[config.mk]
export PLATFORM = sky130hd
export DESIGN_NAME = pipeline_hazard_ctrl
export DESIGN_NICKNAME = d
export VERILOG_FILES = /design/src/rtl/pipeline_hazard_ctrl.sv
export SDC_FILE = /design/constraint.sdc
export NUM_CORES = 1
export LEC_CHECK = 0
export CAP_MARGIN = 25
export CORE_MARGIN = 10
export CORE_UTILIZATION = 42
export DETAILED_ROUTE_END_ITERATION = 7
export PLACE_DENSITY = 0.76
export SLEW_MARGIN = 20
export SYNTH_ARGS = -nofsm -noshare
export SYNTH_HDL_FRONTEND = slang
export SYNTH_SLANG_ARGS = --single-unit
[constraint.sdc]
create_clock -name clk -period 2.42 [get_ports clk]
set_input_delay 0.484 -clock clk [delete_from_list [all_inputs] [get_ports clk]]
set_output_delay 0.484 -clock clk [all_outputs]
set_load 0.005 [all_outputs]
[src/rtl/pipeline_hazard_ctrl.sv]
// Stall/flush controller for a 5-stage MIPS pipeline: load-use stalls,
// EX/MEM branch/jump redirects, multi-cycle data-memory waits, debug statistics.
module pipeline_hazard_ctrl #(
  parameter int MEM_TIMEOUT = 15,
  parameter int CNT_W       = 16
) (
  input  logic             clk,
  input  logic             rst,
  input  logic [4:0]       ifid_rs,
  input  logic [4:0]       ifid_rt,
  input  logic             idex_memread,
  input  logic [4:0]       idex_rt,
  input  logic             exmem_branch,
  input  logic             exmem_zf,
  input  logic             exmem_jump,
  input  logic             exmem_memread,
  input  logic             exmem_memwrite,
  input  logic             dmem_ready,
  output logic             pc_write,
  output logic             pc_redirect,
  output logic             ifid_write,
  output logic             ifid_flush,
  output logic             idex_flush,
  output logic             exmem_write,
  output logic             exmem_flush,
  output logic             memwb_bubble,
  output logic             dmem_req,
  output logic             mem_error,
  output logic [CNT_W-1:0] stall_cycles,
  output logic [CNT_W-1:0] flush_count,
  output logic             dbg_state
);

  typedef enum logic {
    RUN      = 1'b0,
    MEM_WAIT = 1'b1
  } state_t;

  localparam logic [7:0]       TMO     = 8'(MEM_TIMEOUT);
  localparam logic [CNT_W-1:0] CNT_MAX = '1;

  state_t           state_q, state_d;
  logic [7:0]       wait_cnt_q, wait_cnt_d;
  logic             mem_error_q, mem_error_d;
  logic [CNT_W-1:0] stall_q, flush_q;

  logic memop, taken, lu;
  logic freeze, resolve;

  assign memop = exmem_memread | exmem_memwrite;
  assign taken = (exmem_branch & exmem_zf) | exmem_jump;
  assign lu    = idex_memread && (idex_rt != 5'd0) &&
                 ((idex_rt == ifid_rs) || (idex_rt == ifid_rt));

  always_comb begin
    state_d      = state_q;
    wait_cnt_d   = wait_cnt_q;
    mem_error_d  = mem_error_q;
    freeze       = 1'b0;
    resolve      = 1'b0;
    pc_write     = 1'b1;
    pc_redirect  = 1'b0;
    ifid_write   = 1'b1;
    ifid_flush   = 1'b0;
    idex_flush   = 1'b0;
    exmem_write  = 1'b1;
    exmem_flush  = 1'b0;
    memwb_bubble = 1'b0;
    dmem_req     = 1'b0;

    if (!rst) begin
      unique case (state_q)
        RUN: begin
          dmem_req = memop;
          if (memop && !dmem_ready) begin
            freeze     = 1'b1;
            state_d    = MEM_WAIT;
            wait_cnt_d = 8'd1;
          end else begin
            resolve = 1'b1;
          end
        end
        MEM_WAIT: begin
          dmem_req = 1'b1;
          if (!dmem_ready && (wait_cnt_q < TMO)) begin
            freeze     = 1'b1;
            wait_cnt_d = wait_cnt_q + 8'd1;
          end else begin
            // Either the access completed or it is abandoned; both release.
            if (!dmem_ready) mem_error_d = 1'b1;
            state_d    = RUN;
            wait_cnt_d = 8'd0;
            resolve    = 1'b1;
          end
        end
        default: state_d = RUN;
      endcase

      if (freeze) begin
        pc_write     = 1'b0;
        ifid_write   = 1'b0;
        exmem_write  = 1'b0;
        memwb_bubble = 1'b1;
      end else if (resolve && taken) begin
        // The redirect squashes any load-use consumer, so no stall here.
        pc_redirect = 1'b1;
        ifid_flush  = 1'b1;
        idex_flush  = 1'b1;
        exmem_flush = 1'b1;
      end else if (resolve && lu) begin
        pc_write   = 1'b0;
        ifid_write = 1'b0;
        idex_flush = 1'b1;
      end
    end else begin
      pc_write     = 1'b0;
      ifid_write   = 1'b0;
      exmem_write  = 1'b0;
      ifid_flush   = 1'b1;
      idex_flush   = 1'b1;
      exmem_flush  = 1'b1;
      memwb_bubble = 1'b1;
    end
  end

  always_ff @(posedge clk) begin
    if (rst) begin
      state_q     <= RUN;
      wait_cnt_q  <= 8'd0;
      mem_error_q <= 1'b0;
      stall_q     <= '0;
      flush_q     <= '0;
    end else begin
      state_q     <= state_d;
      wait_cnt_q  <= wait_cnt_d;
      mem_error_q <= mem_error_d;
      if (!pc_write && (stall_q != CNT_MAX)) stall_q <= stall_q + 1'b1;
      if (pc_redirect && (flush_q != CNT_MAX)) flush_q <= flush_q + 1'b1;
    end
  end

  assign mem_error    = mem_error_q;
  assign stall_cycles = stall_q;
  assign flush_count  = flush_q;
  assign dbg_state    = state_q;

endmodule

# After elaboration in Yosys (flattened, before gate mapping)
# Index checks and enable logic that the tools add are counted.
# totals
reg_bits,42
output_inout_bits,43
# classes
addsub,3
n_lt_le_gt_ge,1
eq_ne,5
mux,29
bitwise_logic,6
n_reduce_logical,13
# op_table
cell,n
adder 16 x 1 -> 16 bit (second input constant),2
inequality test 16 bit (second input constant),2
two-way mux 1 bit,23
two-way mux 8 bit,2
case mux 8 bit (2 select lines),1
equality test 5 bit,2
adder 8 x 1 -> 8 bit (second input constant),1
logical AND 1 bit,8
< comparator 8 x 4 -> 1 bit (second input constant),1
case mux 1 bit (2 select lines),3
nonzero test 5 bit,1
NOT 1 bit,3
AND reduction 3 bit,1
zero test 1 bit,2
inequality test 2 bit (second input constant),1
OR 1 bit,2
AND 1 bit,1
logical OR 1 bit,1

# Logic depth before layout (Yosys ltp)
# Gate-level depths: netlist of the first run.
# logic_depth
ltp_word,12
mapped_depth,9
mapped_depth_nobuf,7

# Worst setup path before layout of the first run
# Ideal clock, no wire load.
# synth_timing
path_kind,input port to output port
from,input port idex_rt[1]
to,output port pc_write
arrival_time_ps,1932
required_ps,1936
slack_ps,4
stages,6
n_path_buf,3
cell_sequence,or4_1 o21a_1 a311oi_2 buf_6 buf_6 buf_4
# synth_between
elab_chain_cells,8
elab_cells_between_ends,11
classes_between,2 x eq/ne; 4 x mux; 5 x reduce/logical
# synth_lines
element,line,text
"start, declared",12,"input logic [4:0] idex_rt,"
equality test 5 bit or nonzero test 5 bit (tied branches),"53, 52",
logical OR 1 bit or logical AND 1 bit (tied branches),"53, 52",
logical AND 1 bit *,52,assign lu = idex_memread && (idex_rt != 5'd0) &&
logical AND 1 bit *,110,end else if (resolve && lu) begin
two-way mux 1 bit * (4 in a row),n/a,
"end, declared",19,"output logic pc_write,"
# Every way passes the cells marked *; elsewhere a longest branch is shown, timed or not.

# Worst setup path in the final report of the first run
# layout_timing
from,input port exmem_memwrite
to,output port pc_redirect
# layout_between
elab_chain_cells,9
elab_cells_between_ends,12
classes_between,9 x mux; 1 x bitwise; 2 x reduce/logical
# layout_lines
element,line,text
"start, declared",17,"input logic exmem_memwrite,"
OR 1 bit *,50,assign memop = exmem_memread | exmem_memwrite;
logical AND 1 bit *,75,if (memop && !dmem_ready) begin
two-way mux 1 bit,75,
case mux 1 bit (2 select lines),72,unique case (state_q)
two-way mux 1 bit,71,if (!rst) begin
logical AND 1 bit,104,end else if (resolve && taken) begin
two-way mux 1 bit,104,
two-way mux 1 bit *,99,if (freeze) begin
two-way mux 1 bit *,71,
"end, declared",20,"output logic pc_redirect,"
# Every way passes the cells marked *; elsewhere a longest branch is shown, timed or not. The select of a mux whose other input is x is not followed.

==> results of run 1 <==
[synth_stat cells, types with 3 or more instances]
cell and number:
a21oi_1 22, and3_1 7, buf_4 3, clkbuf_1 6
dfxtp_1 42, ha_1 3, inv_1 8, nand2_1 12
nand3_1 23, nand4_1 10, nor2_1 27, nor3_1 5
nor3b_1 4, o21ai_1 3, o31ai_1 11, or3_1 3
or4_1 13, xnor2_1 10, xor2_1 14
[kinds of logic after synthesis]
family	count (synthesis)	synth area share (%)
AND/OR/NAND/NOR	118	29.7
AO/OA/AOI/OAI	50	14.7
flip-flops	42	38.1
XOR/XNOR	24	9.53
buffers and inverters	21	4.88
adder cells (fa/ha/maj)	3	1.70
multiplexers	2	1.36
[path summary, 6_finish.rpt]
check | start | slack, ns | endpoint | depth (start not counted)
worst min-delay path | wait_cnt_q[5] | 0.48 | wait_cnt_q[5] | 2
worst min register to register | wait_cnt_q[5] | 0.48 | wait_cnt_q[5] | 2
worst max register to register | wait_cnt_q[1] | 0.21 | stall_cycles[8] | 8
worst max-delay path | exmem_memwrite | 0.02 | pc_redirect | 6
[power by group through the flow]
stage | Clock [uW] | Sequential, uW | Combinational, uW
global route | 601 | 712 | 223
floorplan | 0 | 726 | 87.9
CTS | 573 | 710 | 204
detailed placement | 0 | 726 | 201
global placement | 0 | 726 | 196
finish | 562 | 710 | 204
[layout make-up]
cell class	instances	area share, %
clock inverters	3	1.37
clock buffers	5	2.15
repair buffers	89	25.3
inverters	8	0.940
multi-input cells	197	41.2
well taps	70	2.74
flip-flops and latches	42	26.3
[worst max-delay path, delay by kind of cell]
family / cells / cell delay (ns)
AO/OA/AOI/OAI: 1 / 0.28
AND/OR/NAND/NOR: 2 / 0.29
buffers and inverters: 3 / 0.86
[registers in the layout, indices dropped and copies added, names as in the netlist]
register,count
flush_count,16
stall_cycles,16
dbg_state,1
mem_error,1
wait_cnt_q,8
[per-stage QoR]
step / power, uW / area [sq um] / instances
after floorplan: 813 / 2210 / 260
after global placement: 922 / 3040 / 405
after detailed placement: 927 / 3040 / 405
after CTS: 1490 / 3190 / 414
after global routing: 1540 / 3190 / 414
final: 1480 / 3190 / 414
[per-layer routing]
layer / GRT usage (%) / share of wire, %
met1: 15.2 / 40
met2: 26.4 / 54
met3: 3.95 / 5.5
met4: 3.08 / 0.79
met5: 0 / 0
[repair_timing]
item	in CTS	in global routing
setup endpoints to repair	23	21
gates cloned	0	0
hold buffers	0	0
resized for setup	34	11
setup buffers	1	1
pin swaps	6	11
hold endpoints to repair	0	0
==> results by group, run 1 <==
Clocking
  – Htree depth: 2
  – Longest Clk Path Bufs: 2
  – CTS clk-pin slew, worst paths: 0.08 ns
  – CTS root buf: clkbuf_8
  – Worst skew pair latency: just under 0.3 ns
  – CTS buffer count: 5
  – CTS tree: done
  – Clock Sinks: 42

Hold path
  – Hold WC Path Type: reg -> reg

STA
  – Setup violations, final: 0
  – Final min period: between 2 and 2.5 ns
  – Worst slew pin tran: 0.499 ns
  – Slew HR: between 60% and 70%
  – Maximum clock rate: approximately 420 MHz
  – Post-route setup TNS: 0 ns
  – Fin crit share: 99.2%
  – WHS: 0.482 ns
  – Final WS setup: 0.0191 ns
  – Final clock skew: 0.00699 ns
  – Hold Vio Cnt, Final: 0
  – Max-slew violations: 0

Logic synthesis
  – Area leader, netlist: dfxtp_1
  – Post-synth EDFFs: 0
  – Syn nets: 287
  – Ys async rst share: 0%
  – Sequential share of the synthesized area: 38.1%
  – Yosys warnings: 0
  – Synth Cell Area: 0.00221 sq mm
  – Syn Area/Cell: 8.48 sq um
  – Count of cell types in the netlist: 45
  – Area share of the largest cell type after synthesis: between 30% and 40%
  – FF+latch count, synth: 42
  – Prevailing post-synth register cell: dfxtp_1
  – Cells after Synth: 260
  – Most area-consuming cells after synthesis: dfxtp_1 (38%), xor2_1 (5.6%), nand3_1 (5.2%), a21oi_1 (5.0%), nor2_1 (4.6%)

GRT
  – Largest net degree at the start of global routing: 31
  – First-pass GRT wire length: 10200 um
  – GR Util All Layers: 14.0%
  – Via count of the first global-routing pass: 2147
  – Total congestion overflow: 0
  – Initial antenna violation count: 0

Floorplan
  – Die Y: a little over 90 um
  – Ports: 67
  – Starting density of the core: 43.2%
  – Row count: 26
  – Die Area: around 0.0086 sq mm
  – Horiz. Die Dim: 92.5 um
  – Core footprint: between 0.005 and 0.006 sq mm

Routing
  – 1st-pass router iterations: 4
  – Post-DRT Antenna Nets: 0
  – Total wire length: 6090 um
  – Starting DRT DRC Count: 78
  – Vias: 2220
  – Wirelength per Cell: approximately 15 um
  – Drc violations: 0
  – DR vias/cell: 5.36

Critical path
  – Worst Path Required: 1.94 ns
  – Critical Path End Type: output pin
  – Slowest CP cell: clkdlybuf4s50_1
  – Worst setup SP type: input pin
  – Crit path max fanout: 2
  – Max incr delay on CP: 0.43 ns
  – WS Path Type: in -> out
  – Crit-path cells: clkdlybuf4s50_1 > nor3_2 > nor2_2 > buf_4 > a211oi_4 > dlygate4sd2_1
  – Critical Path AT: 1.92 ns

Layout
  – Fillers: 459
  – Ant. Diodes: 0
  – Share of cells above drive strength 1: 15.1%
  – Commonest cells after routing, fill and taps aside: clkdlybuf4s50_1 (49), dfxtp_1 (42), nor2_1 (26)
  – Layout Utilization: roughly 63%
  – Fin nets: 370
  – FF/Latch Area: 841 sq um
  – Commonest non-fill, non-tap cell in the layout: clkdlybuf4s50_1
  – Multi-input gate area: between 0.001 and 0.0015 sq mm
  – Area delta synth->final: 44.8%

Power and ir drop
  – PD cells: 462 mW/mm^2
  – Clock network power share: 38.1%
  – Cell Int Power: 1120 uW
  – Max VDD drop: 0.283 mV
  – Sw Ratio: 24.2%
  – NetSw: between 300 and 400 uW
  – Comb pwr share: 13.8%
  – Flop pwr share: 48.1%
  – P_leak: 0.00119 uW

Placed design
  – Placer congestion estimate: 0.796
  – Detailed placer's ending HPWL: approximately 4600 um
  – I/O Buffers: 66
  – Worst slack at placement: -0.690 ns

Flow run
  – Max-cap viol count: 0

Outcome
  – Status: completed
No activity file was read; power rests on OpenSTA's default activity.
==> run 2: changes to the inputs <==
--- a/config.mk
+++ b/config.mk
@@ -7,9 +7,10 @@
 export LEC_CHECK = 0
 export CAP_MARGIN = 25
 export CORE_MARGIN = 10
-export CORE_UTILIZATION = 42
+export CORE_UTILIZATION = 46
 export DETAILED_ROUTE_END_ITERATION = 7
-export PLACE_DENSITY = 0.76
+export DONT_BUFFER_PORTS = 1
+export PLACE_DENSITY_LB_ADDON = 0.1
 export SLEW_MARGIN = 20
 export SYNTH_ARGS = -nofsm -noshare
 export SYNTH_HDL_FRONTEND = slang
==> results by group, run 2 (synthesized netlist as in run 1, its figures left out) <==
Outcome
  – Status: completed

GRT
  – Largest net degree at the start of global routing: 51 (+65%)
  – Via count of the first global-routing pass: 1874 (-13%)
  – Total congestion overflow: 0 (unchanged)
  – First-pass GRT wire length: 8650 um (-15%)
  – GR Util All Layers: 13.5% (-0.56 points)
  – Initial antenna violation count: 0 (unchanged)

Clocking
  – CTS root buf: clkbuf_8
  – CTS tree: done
  – CTS buffer count: 5 (unchanged)
  – Htree depth: 2 (unchanged)
  – Longest Clk Path Bufs: 2 (unchanged)
  – CTS clk-pin slew, worst paths: 0.08 ns (about the same)
  – Clock Sinks: 42 (unchanged)
  – Worst skew pair latency: 0.29 ns (about the same)
  – Hold buffers post-CTS: 0 (unchanged)

Layout
  – Fin nets: 294 (-21%)
  – Commonest cells after routing, fill and taps aside: dfxtp_1 (40), nor2_1 (27), nand3_1 (22), a21oi_1 (22), xor2_1 (14)
  – Ant. Diodes: 0 (unchanged)
  – Area delta synth->final: 12.2%
  – Post-route design area: 0.00247 sq mm (-23%)
  – Commonest non-fill, non-tap cell in the layout: dfxtp_1
  – Share of cells above drive strength 1: 13.1% (-2.1 points)
  – Final cell count without fillers: 322 (-22%)

Placed design
  – Placed Area: 0.00227 sq mm (-25%)
  – Detailed placer's ending HPWL: 3650 um (-21%)
  – I/O Buffers: 0 (-100%)
  – Placer congestion estimate: 0.763 (-4.2%)
  – Post-Place Cells: 308 (-24%)

Floorplan
  – Die Area: 0.00797 sq mm (-6.8%)
  – Starting density of the core: 47.0% (+3.8 points)
  – Die Y: 89.3 um (-3.5%)
  – Row count: 25 (-3.8%)
  – Ports: 67 (unchanged)
  – Core footprint: 0.00469 sq mm (-8.1%)
  – Horiz. Die Dim: 89.3 um (-3.5%)

Hold path
  – Hold WC Path Type: in -> reg

Critical path
  – Worst setup SP type: flop
  – Worst Path Required: 1.94 ns (about the same)
  – Max incr delay on CP: 0.35 ns (-0.08 ns)
  – WS Path Type: reg -> out
  – Critical Path End Type: output pin
  – Critical Path AT: 1.83 ns (-0.09 ns)
  – Crit-path cells: ha_2 > nand3_2 > a21bo_1 > and2_4 > a311oi_4 > buf_12
  – CP bufs+invs: 1 (-2)
  – Crit-path leading delay family: compound AO/OA/AOI/OAI gates
  – Crit path max fanout: 8 (+6)
  – Reg2reg setup slack: 0.17 ns (-0.04 ns)
  – Slowest CP cell: dfxtp_2

Routing
  – 1st-pass router iterations: 4 (unchanged)
  – Total wire length: 5310 um (-13%)
  – Starting DRT DRC Count: 75 (-3.8%)
  – Wirelength per Cell: 16.5 um (+12%)
  – Drc violations: 0 (unchanged)
  – Post-DRT Antenna Nets: 0 (unchanged)
  – Vias: 1874 (-16%)
  – DR vias/cell: 5.82 (+8.5%)

STA
  – Hold Vio Cnt, Final: 0 (unchanged)
  – Final clock skew: 0.00635 ns (-0.000636 ns)
  – Setup violations, final: 0 (unchanged)
  – Fin crit share: 95.8% (-3.4 points)
  – Post-route setup TNS: 0 ns (unchanged)
  – RSZ-0062 raised after global routing: false
  – Slew HR: 64.8% (-1.9 points)
  – Final min period: 2.32 ns (-0.0828 ns)
  – Max-slew violations: 0 (unchanged)
  – Worst slew pin tran: 0.527 ns (+0.0287 ns)
  – Maximum clock rate: 431 MHz (+3.6%)

Power and ir drop
  – Pwr Total: 1300 uW (-12%)
  – PD cells: 526 mW/mm^2 (+14%)
  – P_leak: 0.000870 uW (-27%)
  – Max VDD drop: 0.256 mV (-9.9%)

Flow run
  – Max-cap viol count: 0 (unchanged)
[run 2: changes by cell type in the layout (fill, tap and decap cells not counted), moves of 3 or more]
cell / before / now
clkdlybuf4s50_1: 49 / 0
buf_4: 23 / 10
buf_2: 4 / 0
dlygate4sd2_1: 4 / 0
dlymetal6s2s_1: 4 / 0
clkdlybuf4s15_1: 3 / 0
[run 2: final timing paths]
kind,from,endpoint,depth (start not counted)
setup reg to reg,wait_cnt_q[4],stall_cycles[7],8
hold reg to reg,wait_cnt_q[5],wait_cnt_q[5],2
hold / removal,rst,dbg_state,1
setup / recovery,wait_cnt_q[1],pc_write,6
[run 2: cell type report]
cell class | instances | area [sq um]
inverter | 8 | 30.0
fill | 458 | 2220
multi-input combinational | 197 | 1290
clock buffer | 6 | 82.6
tap | 54 | 67.6
sequential | 42 | 843
timing repair buffer | 13 | 153
clock inverter | 2 | 12.5
[run 2: routing by layer]
layer,up-vias,share of wire (%),track usage (%)
li1,962,-,-
met1,854,44,15.2
met2,53,46,22.0
met3,5,9.1,6.20
met4,0,1.2,4.34
met5,-,0,0
[run 2: per-stage QoR]
step	hold WS [ns]	util (%)	setup slack, ns
final	0.251	52.7	0.102
after global routing	0.234	52.7	0.000651
after CTS	0.241	51.3	0.0208
after detailed placement	0.455	48.4	0.122
after global placement	0.450	48.4	0.126
after floorplan	0.437	-	0.00439
[run 2: power by group]
| part | switching [uW] | internal, uW | total (uW) |
|---|---|---|---|
| clock | 243 | 229 | 472 |
| sequential | 12.9 | 700 | 713 |
| combinational | 54.0 | 63.3 | 117 |
[run 2: what timing repair did]
item | in CTS | in global routing
endpoints found under the hold margin | 0 | 0
setup endpoints to repair | 2 | 6
gates cloned | 1 | 1
gates resized for setup | 0 | 6
setup buffers | 1 | 3
pin swaps | 1 | 2
[run 2: worst reg2reg max path: stages, from the launching register on]
cell       delay [ns]
dfxtp_1          0.33
nor4_4           0.32
a21bo_1          0.21
and2_4           0.18
a311oi_4         0.06
buf_4            0.17
bufbuf_16        0.27
or4_1            0.49
a21oi_1          0.14
==> run 3: changes to the inputs <==
==> constraint.sdc (replaced) <==
create_clock -name clk -period 2.08 [get_ports clk]
set_input_delay 0.416 -clock clk [delete_from_list [all_inputs] [get_ports clk]]
set_output_delay 0.416 -clock clk [all_outputs]
set_load 0.005 [all_outputs]
==> results by group, run 3 (synthesized netlist as in run 1, its figures left out) <==
Outcome
  – Status: complete, but fails checks
  – Failing checks: negative setup slack

STA
  – Final min period: about 2.1 ns
  – Hold Vio Cnt, Final: 0 (unchanged)
  – Worst slew pin tran: 0.508 ns (-0.0191 ns)
  – Setup violations, final: 2 (+2)
  – RSZ-0062 raised after global routing: true
  – Final WS setup: -0.00861 ns (-0.111 ns)
  – Maximum clock rate: 479 MHz
  – Slew HR: 66.0% (+1.3 points)
  – WHS: 0.180 ns (-0.0709 ns)
  – Final clock skew: 0.00478 ns (-0.00157 ns)
  – Fin crit share: 100%
  – Max-slew violations: 0 (unchanged)
  – Post-route setup TNS: -0.0163 ns (-0.0163 ns)

Layout
  – Fin nets: 315 (+7.1%)
  – Share of cells above drive strength 1: 21.5% (+8.4 points)
  – Commonest cells after routing, fill and taps aside: dfxtp_1 (38), buf_4 (29), nor2_1 (26)
  – Final cell count without fillers: 343 (+6.5%)
  – Commonest non-fill, non-tap cell in the layout: dfxtp_1
  – Fillers: 463 (+1.1%)
  – Ant. Diodes: 0 (unchanged)
  – Area delta synth->final: 21.9%

Routing
  – 1st-pass router iterations: 4 (unchanged)
  – Total wire length: 5630 um (+6.0%)
  – DR vias/cell: 5.90 (+1.3%)
  – Drc violations: 0 (unchanged)
  – Starting DRT DRC Count: 122 (+63%)
  – Vias: 2022 (+7.9%)
  – Post-DRT Antenna Nets: 0 (unchanged)
  – Wirelength per Cell: 16.4 um (-0.52%)

GRT
  – Via count of the first global-routing pass: 1931 (+3.0%)
  – Initial antenna violation count: 0 (unchanged)
  – Largest net degree at the start of global routing: 51 (unchanged)
  – Total congestion overflow: 0 (unchanged)
  – GR Util All Layers: 14.3% (+0.84 points)
  – First-pass GRT wire length: 9220 um (+6.5%)

Clocking
  – CTS root buf: clkbuf_8
  – Htree depth: 2 (unchanged)
  – CTS buffer count: 5 (unchanged)
  – Worst skew pair latency: 0.29 ns (about the same)
  – CTS clk-pin slew, worst paths: 0.08 ns (about the same)
  – Clock Sinks: 42 (unchanged)
  – CTS tree: done
  – Longest Clk Path Bufs: 2 (unchanged)

Critical path
  – Critical Path AT: 1.67 ns (-0.16 ns)
  – Crit path max fanout: 8 (unchanged)
  – Worst setup SP type: flop
  – Worst Path Required: 1.66 ns (-0.28 ns)
  – WS Path Type: reg -> out
  – Critical Path End Type: output pin

Placed design
  – Placer congestion estimate: 0.761 (-0.26%)
  – Detailed placer's ending HPWL: 3880 um (+6.2%)
  – I/O Buffers: 0 (unchanged)
  – Post-Place Cells: 324 (+5.2%)
  – Worst slack at placement: -0.0962 ns (-0.218 ns)

Power and ir drop
  – Max VDD drop: 0.274 mV (+7.3%)
  – PD cells: 601 mW/mm^2 (+14%)
  – Pwr Total: 1610 uW (+24%)
  – P_leak: 0.000980 uW (+13%)

Floorplan
  – Row count: 25 (unchanged)
  – Core footprint: 0.00469 sq mm (unchanged)
  – Horiz. Die Dim: 89.3 um (unchanged)
  – Starting density of the core: 47.0% (unchanged)
  – Die Y: 89.3 um (unchanged)
  – Die Area: 0.00797 sq mm (unchanged)
  – Ports: 67 (unchanged)

Flow run
  – Max-cap viol count: 0 (unchanged)

Hold path
  – Hold WC Path Type: in -> reg
==> run 3: cell count changes in the layout (fill, tap and decap cells not counted), sizes merged <==
cell / before / now
bufinv: 0 / 1
clkinvlp: 1 / 0
bufbuf: 1 / 0
clkinv: 1 / 0
buf: 11 / 34
==> run 3: report_power, final <==
| group | internal [uW] | switching (uW) | leakage [uW] |
|---|---|---|---|
| Combinational | 84.4 | 74.9 | 0.000586 |
| Sequential | 814 | 12.4 | 0.000341 |
| Clock | 359 | 270 | 0.0000524 |
| Total | 1260 | 357 | 0.000980 |
==> run 3: timing repair <==
action                     4_1_cts  5_1_grt
setup endpoints to repair        6       16
buffers inserted                 5        3
pin swaps                       20        2
hold buffers                     0        0
gates resized for setup         13        6
cloned                           3        0
==> run 3: final timing paths <==
| check | start | end | slack, ns | depth (start not counted) |
|---|---|---|---|---|
| max | wait_cnt_q[1] | pc_write | -0.009 | 6 |
| min | rst | wait_cnt_q[1] | 0.18 | 1 |
| max reg2reg | wait_cnt_q[4] | stall_cycles[11] | 0.07 | 8 |
| min reg2reg | wait_cnt_q[5] | wait_cnt_q[5] | 0.49 | 2 |
==> run 3: metrics by stage <==
stage	utilization (%)	area, sq um
6_report	57.3	2690
5_1_grt	57.3	2690
4_1_cts	56.3	2640
3_5_place_dp	51.0	2390
3_3_place_gp	51.0	2390
2_1_floorplan	-	2210
==> run 3: critical path, stage by stage, from the launching register on <==
cell      delay [ns]
dfxtp_2         0.36
ha_4            0.14
nand3_2         0.08
a21bo_1         0.19
and2_4          0.15
a311oi_4        0.28
buf_12          0.17
==> run 3: cell type report <==
class                      instances  area, sq um  share of cell area, %
multi-input combinational        197         1330                   49.5
sequential                        42          846                   31.5
timing repair buffer              34          309                   11.5
clock buffer                       7         76.3                   2.84
tap                               54         67.6                   2.51
clock inverter                     1         30.0                   1.12
inverter                           8         30.0                   1.12
==> run 3: per-layer routing <==
metal	vias to the layer above	part of all wire, %	GRT usage (%)
li1	1009	-	-
met1	945	44	17.7
met2	62	46	23.2
met3	6	8.1	4.56
met4	0	0.98	3.90
met5	-	0	0
